[config.mk]
export PLATFORM = sky130hd
export DESIGN_NAME = lsu_bus_ctrl_flat
export DESIGN_NICKNAME = d
export VERILOG_FILES = /design/src/rtl/lsu_bus_ctrl_if.sv /design/src/rtl/lsu_bus_ctrl.sv /design/src/flat_wrapper.sv
export SDC_FILE = /design/constraint.sdc
export NUM_CORES = 1
export LEC_CHECK = 0
export CORE_ASPECT_RATIO = 0.7
export CORE_MARGIN = 10
export CORE_UTILIZATION = 41
export CTS_CLUSTER_SIZE = 20
export DETAILED_ROUTE_END_ITERATION = 6
export GPL_TIMING_DRIVEN = 0
export PLACE_DENSITY_LB_ADDON = 0.3
export SLEW_MARGIN = 20
export SYNTH_ARGS = -nofsm -noshare
export SYNTH_HDL_FRONTEND = slang
export SYNTH_SLANG_ARGS = --single-unit
[constraint.sdc]
create_clock -name clk -period 2.2 [get_ports clk]
set_input_delay 0.44 -clock clk [delete_from_list [all_inputs] [get_ports clk]]
set_output_delay 0.44 -clock clk [all_outputs]
set_load 0.03 [all_outputs]
[src/rtl/lsu_bus_ctrl_if.sv]
// Data-memory bus between the load/store unit (master) and the memory slave.
// Latency: none, this is wiring only.
// Backpressure: the slave holds off the master by withholding bus_ack.
interface lsu_bus_ctrl_if #(
  parameter int AW = 32,
  parameter int DW = 32
);
  logic          bus_req;
  logic          bus_we;
  logic [3:0]    bus_be;
  logic [AW-1:0] bus_addr;
  logic [DW-1:0] bus_wdata;
  logic          bus_ack;
  logic [DW-1:0] bus_rdata;

  modport master (
    output bus_req, bus_we, bus_be, bus_addr, bus_wdata,
    input  bus_ack, bus_rdata
  );

  modport slave (
    input  bus_req, bus_we, bus_be, bus_addr, bus_wdata,
    output bus_ack, bus_rdata
  );
endinterface

[src/rtl/lsu_bus_ctrl.sv]
// Load/store unit: one bus transaction per MEM-stage load/store, lane steering and load extension.
// Latency: request at T -> bus_req at T+1; ack at T+1+w -> done at T+2+w (misaligned with MISALIGN_EXC_EN: done at T+1).
// Backpressure: stall = mem_req & ~done holds the pipeline until the bus acknowledges.
// Optional feature macro: MISALIGN_EXC_EN (misaligned half/word raises adel/ades, no bus access).
module lsu_bus_ctrl #(
  parameter int AW = 32,
  parameter int DW = 32
) (
  input  logic          clk,
  input  logic          rst,
  input  logic          mem_req,
  input  logic [2:0]    lshb,
  input  logic [AW-1:0] addr,
  input  logic [DW-1:0] wdata,
  output logic          stall,
  output logic          done,
  output logic [DW-1:0] rdata,
  output logic          adel,
  output logic          ades,
  lsu_bus_ctrl_if.master bus
);

  localparam logic [1:0] IDLE = 2'd0;
  localparam logic [1:0] BUS  = 2'd1;
  localparam logic [1:0] DONE = 2'd2;

  logic [1:0]    state;
  logic [2:0]    lshb_q;
  logic [1:0]    off_q;
  logic          we_q;
  logic [3:0]    be_q;
  logic [AW-1:0] addr_q;
  logic [DW-1:0] wdata_q;
  logic [DW-1:0] rdata_q;

  logic          is_store;
  logic          is_byte;
  logic          is_half;
  logic          is_word;
  logic [3:0]    be_nxt;
  logic [DW-1:0] wdata_nxt;
  logic [DW-1:0] ext;
  logic [7:0]    lane_b;
  logic [15:0]   lane_h;

  // Decode the incoming request: direction, size class, lane mask and replicated store data.
  always_comb begin
    is_store  = lshb[2] & (lshb != 3'b100);
    is_byte   = (lshb == 3'b000) | (lshb == 3'b001) | (lshb == 3'b101);
    is_half   = (lshb == 3'b010) | (lshb == 3'b011) | (lshb == 3'b110);
    is_word   = (lshb == 3'b100) | (lshb == 3'b111);
    be_nxt    = 4'b1111;
    wdata_nxt = wdata;
    if (is_byte) begin
      be_nxt    = 4'b0001 << addr[1:0];
      wdata_nxt = {4{wdata[7:0]}};
    end else if (is_half) begin
      be_nxt    = addr[1] ? 4'b1100 : 4'b0011;
      wdata_nxt = {2{wdata[15:0]}};
    end
  end

  // Pick the addressed lane out of the returned word and sign/zero-extend it.
  always_comb begin
    lane_b = bus.bus_rdata[{off_q, 3'b000} +: 8];
    lane_h = off_q[1] ? bus.bus_rdata[31:16] : bus.bus_rdata[15:0];
    case (lshb_q)
      3'b000:  ext = {{24{lane_b[7]}}, lane_b};
      3'b001:  ext = {24'd0, lane_b};
      3'b010:  ext = {{16{lane_h[15]}}, lane_h};
      3'b011:  ext = {16'd0, lane_h};
      default: ext = bus.bus_rdata;
    endcase
  end

`ifdef MISALIGN_EXC_EN
  logic adel_q;
  logic ades_q;
  logic misaligned;

  // Half needs addr[0]=0, word needs addr[1:0]=0; bytes are always aligned.
  always_comb begin
    misaligned = (is_half & addr[0]) | (is_word & (addr[1:0] != 2'b00));
  end
`endif

  // Request FSM: IDLE latches the access, BUS waits for ack, DONE pulses once and never re-issues.
  always_ff @(posedge clk) begin
    if (rst) begin
      state   <= IDLE;
      lshb_q  <= 3'd0;
      off_q   <= 2'd0;
      we_q    <= 1'b0;
      be_q    <= 4'd0;
      addr_q  <= '0;
      wdata_q <= '0;
      rdata_q <= '0;
`ifdef MISALIGN_EXC_EN
      adel_q  <= 1'b0;
      ades_q  <= 1'b0;
`endif
    end else begin
      case (state)
        IDLE: begin
          if (mem_req) begin
            lshb_q  <= lshb;
            off_q   <= addr[1:0];
            we_q    <= is_store;
            be_q    <= be_nxt;
            addr_q  <= {addr[AW-1:2], 2'b00};
            wdata_q <= wdata_nxt;
            rdata_q <= '0;
            state   <= BUS;
`ifdef MISALIGN_EXC_EN
            adel_q  <= misaligned & ~is_store;
            ades_q  <= misaligned & is_store;
            if (misaligned) state <= DONE;
`endif
          end
        end
        BUS: begin
          if (bus.bus_ack) begin
            rdata_q <= we_q ? '0 : ext;
            state   <= DONE;
          end
        end
        DONE:    state <= IDLE;
        default: state <= IDLE;
      endcase
    end
  end

  assign done          = (state == DONE);
  assign stall         = mem_req & ~done;
  assign rdata         = rdata_q;
  assign bus.bus_req   = (state == BUS);
  assign bus.bus_we    = we_q;
  assign bus.bus_be    = be_q;
  assign bus.bus_addr  = addr_q;
  assign bus.bus_wdata = wdata_q;

`ifdef MISALIGN_EXC_EN
  assign adel = adel_q;
  assign ades = ades_q;
`else
  assign adel = 1'b0;
  assign ades = 1'b0;
`endif

endmodule
[src/flat_wrapper.sv]
// flat-port wrapper written by rule: the top's interface ports become plain ports
module lsu_bus_ctrl_flat 
#(
  parameter int AW = 32,
  parameter int DW = 32
)
  (clk, rst, mem_req, lshb, addr, wdata, stall, done, rdata, adel, ades, bus_bus_req, bus_bus_we, bus_bus_be, bus_bus_addr, bus_bus_wdata, bus_bus_ack, bus_bus_rdata);
  lsu_bus_ctrl_if #(.AW(AW), .DW(DW)) bus_i ();
  input  logic clk;
  input  logic rst;
  input  logic mem_req;
  input  logic [2:0] lshb;
  input  logic [AW-1:0] addr;
  input  logic [DW-1:0] wdata;
  output logic stall;
  output logic done;
  output logic [DW-1:0] rdata;
  output logic adel;
  output logic ades;
  output wire logic [$bits(bus_i.bus_req)-1:0] bus_bus_req;
  output wire logic [$bits(bus_i.bus_we)-1:0] bus_bus_we;
  output wire logic [$bits(bus_i.bus_be)-1:0] bus_bus_be;
  output wire logic [$bits(bus_i.bus_addr)-1:0] bus_bus_addr;
  output wire logic [$bits(bus_i.bus_wdata)-1:0] bus_bus_wdata;
  input wire logic [$bits(bus_i.bus_ack)-1:0] bus_bus_ack;
  input wire logic [$bits(bus_i.bus_rdata)-1:0] bus_bus_rdata;
  assign bus_bus_req = bus_i.bus_req;
  assign bus_bus_we = bus_i.bus_we;
  assign bus_bus_be = bus_i.bus_be;
  assign bus_bus_addr = bus_i.bus_addr;
  assign bus_bus_wdata = bus_i.bus_wdata;
  assign bus_i.bus_ack = bus_bus_ack;
  assign bus_i.bus_rdata = bus_bus_rdata;
  lsu_bus_ctrl #(.AW(AW), .DW(DW)) u_core (.clk(clk), .rst(rst), .mem_req(mem_req), .lshb(lshb), .addr(addr), .wdata(wdata), .stall(stall), .done(done), .rdata(rdata), .adel(adel), .ades(ades), .bus(bus_i));
endmodule
==> qor_table.md <==
| Metric | Reported | Unit |
| --- | --- | --- |
| Library cell occupying the most area in the post-synthesis netlist | sky130_fd_sc_hd__dfxtp_1 | - |
| Vias | 4531 | - |
| Buffers inserted by post-CTS timing repair | 0 | - |
| Reported max-cap violation count | 0 | - |
| Number of storage elements in the synthesis netlist | 106 | - |
| Cell leakage power | 2.66 | nW |
| Number of port buffers | 204 | - |
| Initial standard-cell utilization of the core | 42.7 | % |
| Hpwl dp | 13.2 | mm |
| Crit Path Max Fanout | 6 | - |
| Worst slew margin | 62.3 | % |
| Tightest hold margin | 0.458 | ns |
| Number of remaining DRC errors | 0 | - |
| Total die area | 0.0156 | sq mm |
| Root Buffer | sky130_fd_sc_hd__clkbuf_16 | - |
| Sequential fraction of the synthesis area | 47.2 | % |
| Distinct cells, synth | 38 | - |
| Leftover overflow at the end of global routing | 0 | - |
| PnR Total Power | 5.02 | mW |
| Final number of hold-violating endpoints | 0 | - |
| TritonCTS clock tree | built | - |
| Horizontal extent of the die | 145 | um |
| Main flop type after synthesis | sky130_fd_sc_hd__dfxtp_1 | - |
| Fraction of the cycle the final worst path needs | 96.0 | % |
| Crit end category | output pin | - |
| Initial DRC Count | 254 | - |
| Cell with the most instances after synthesis | sky130_fd_sc_hd__nand2_1 | - |
| Final Instance Area | 0.00706 | sq mm |
| Number of clock sinks | 106 | - |
| Syn avg cell area | 8.99 | sq um |
| Post-route worst setup slack | 0.0888 | ns |
| Worst-margin pin slew | 0.566 | ns |
| EDFF count, synth | 0 | - |
| Net count reported at finish | 821 | - |
| Count of pins on the block boundary | 209 | - |
| Chip height | 108 | um |
| Yosys top cell area share | 47.2 | % |
| Area of the core | 0.0105 | sq mm |
| Count of final setup violators | 0 | - |
| Top area cells in the synthesized netlist | sky130_fd_sc_hd__dfxtp_1 (47%), sky130_fd_sc_hd__nand2_1 (9.3%), sky130_fd_sc_hd__a21oi_1 (6.1%) | - |
| Power per Cell Area | 711 | mW/mm^2 |
| Clock slew at the register clock pins of the worst setup and hold paths | 0.07 | ns |
| Required time worst endpoint | 1.76 | ns |
| Instance count of the mapped netlist | 500 | - |
| Critical Path AT | 1.67 | ns |
| Total number of yosys warnings | 0 | - |
| Count of nets left with antenna violations after detail routing | 0 | - |
| Unrepaired setup endpoints after global routing | no | - |
| Total count of max-transition violations in the final report | 0 | - |
| Final core area utilization | 67.1 | % |
| Cell area after placement | 0.00673 | sq mm |
| Drt wl/cell | 18.6 | um |
| Register-to-register setup slack | 0.42 | ns |
| Largest buffer count on any clock path | 2 | - |
| Cell area after synthesis | 0.00449 | sq mm |
| Post-placement worst setup slack | -0.252 | ns |
| Number of search-and-repair iterations in the first detailed-routing pass | 5 | - |
| Type of origin of the critical path | flop | - |
| Wire length of the first global-routing pass | 25.2 | mm |
| Share of layout cells above drive strength 1 | 6.78 | % |
| Number of antenna diodes | 0 | - |
| Worst Skew | 0.00514 | ns |
| Fill cell total of the finished layout | 854 | - |
| Initial antenna violation count | 0 | - |
| Maximum number of pins on one net before global-route repair | 17 | - |
| Total routing resource utilization after global routing | 19.9 | % |
| Placed Cells | 855 | - |
| Type of the worst setup path | flop to output pin | - |
| Average via count per standard cell | 5.20 | - |
| CTS H-tree depth | 3 | - |
| Floorplan row count | 31 | - |
| Maximum vdd drop | 0.448 | mV |
| Num CTS Buffers | 9 | - |
| Achievable Freq | 474 | MHz |
| Worst min path class | flop to flop | - |
| Number of cells in the finished layout apart from fillers | 871 | - |
| Setup TNS Final | 0 | ns |
| Worst-skew pair later-pin latency | 0.34 | ns |
| Signed area change from the synthesized netlist to the final layout | 57.1 | % |
| Minimum clock period after layout | 2.11 | ns |
| Fraction of registers with async set or reset after synthesis | 0 | % |
| Number of global-route vias before repair | 4685 | - |
| Cell types with the highest counts after synthesis | sky130_fd_sc_hd__nand2_1 (111), sky130_fd_sc_hd__dfxtp_1 (106), sky130_fd_sc_hd__a21oi_1 (55) | - |
| Status | finished clean | - |
| RePlAce Congestion | 0.903 | - |
| Total routed wirelength | 16.2 | mm |
==> state kept, by name, indices dropped and copies added (netlist names) <==
signal and flops:
u_core.bus.bus_addr 30, u_core.bus.bus_be 4, u_core.bus.bus_wdata 32, u_core.bus.bus_we 1
u_core.lshb_q 3, u_core.off_q 2, u_core.rdata 32, u_core.state 2
==> worst max-delay path, cell delays in order (launching register included) <==
cell and delay, ns:
sky130_fd_sc_hd__dfxtp_1 0.43, sky130_fd_sc_hd__nor2b_1 0.20, sky130_fd_sc_hd__clkdlybuf4s50_1 0.71
==> timing repair <==
item / in CTS / in global routing
hold buffers: 0 / 0
hold endpoints to repair: 0 / 0
endpoints found under the setup margin: 1 / 16
resized for setup: 1 / 4
==> layer usage <==
layer  part of all wire (%)  GRT usage (%)
met1                     43           23.7
met2                     47           33.0
met3                    9.2           8.02
met4                    1.0           4.96
met5                      0              0
==> final timing paths <==
kind	startpoint	end	cells after the start
max reg2reg	u_core.off_q[1]	u_core.rdata[14]	5
min	u_core.bus.bus_wdata[3]	u_core.bus.bus_wdata[3]	2
max	u_core.state[0]	bus_bus_req	2
min reg2reg	u_core.bus.bus_wdata[3]	u_core.bus.bus_wdata[3]	2
==> placed cells by master (no fill, tap or decap), drive strengths merged, types with 3 or more instances in the layout <==
| cell | synthesis | routed |
|---|---|---|
| clkdlybuf4s50 | 0 | 203 |
| a221o | 20 | 20 |
| and3b | 3 | 3 |
| a211oi | 24 | 24 |
| buf | 21 | 20 |
| inv | 4 | 4 |
| a21oi | 56 | 56 |
| mux2 | 9 | 9 |
| nand2 | 111 | 111 |
| o2bb2ai | 6 | 6 |
| nor2 | 29 | 29 |
| clkbuf | 23 | 36 |
| conb | 1 | 4 |
| o21ai | 8 | 8 |
| a211o | 3 | 3 |
| dfxtp | 106 | 106 |
| mux2i | 23 | 23 |
| a2111oi | 8 | 8 |
| or3 | 3 | 3 |
| a32o | 9 | 9 |
| nand2b | 14 | 14 |
| nor2b | 7 | 7 |
==> layout make-up <==
cell class	count	area [sq um]	area share, %
Buffer	44	230	3.26
Clock buffer	12	246	3.49
Clock inverter	4	75.1	1.06
Inverter	4	15.0	0.213
Multi-Input combinational cell	349	2140	30.4
Sequential cell	106	2120	30.1
Tap cell	148	185	2.62
Timing Repair Buffer	204	2040	28.9
==> where the power goes <==
part           internal (mW)  leakage, nW  switching, mW
Sequential              2.04        0.869         0.0716
Clock                   1.03        0.149          0.695
Combinational          0.529         1.64          0.654
Total                   3.60         2.66           1.42
==> cells by family after synthesis <==
family / synth area share (%)
other: 0.0835
AND/OR/NAND/NOR: 17.3
multiplexers: 7.88
flip-flops: 47.2
XOR/XNOR: 0.195
AO/OA/AOI/OAI: 21.9
buffers and inverters: 5.40
No activity file was read; power rests on OpenSTA's default activity.
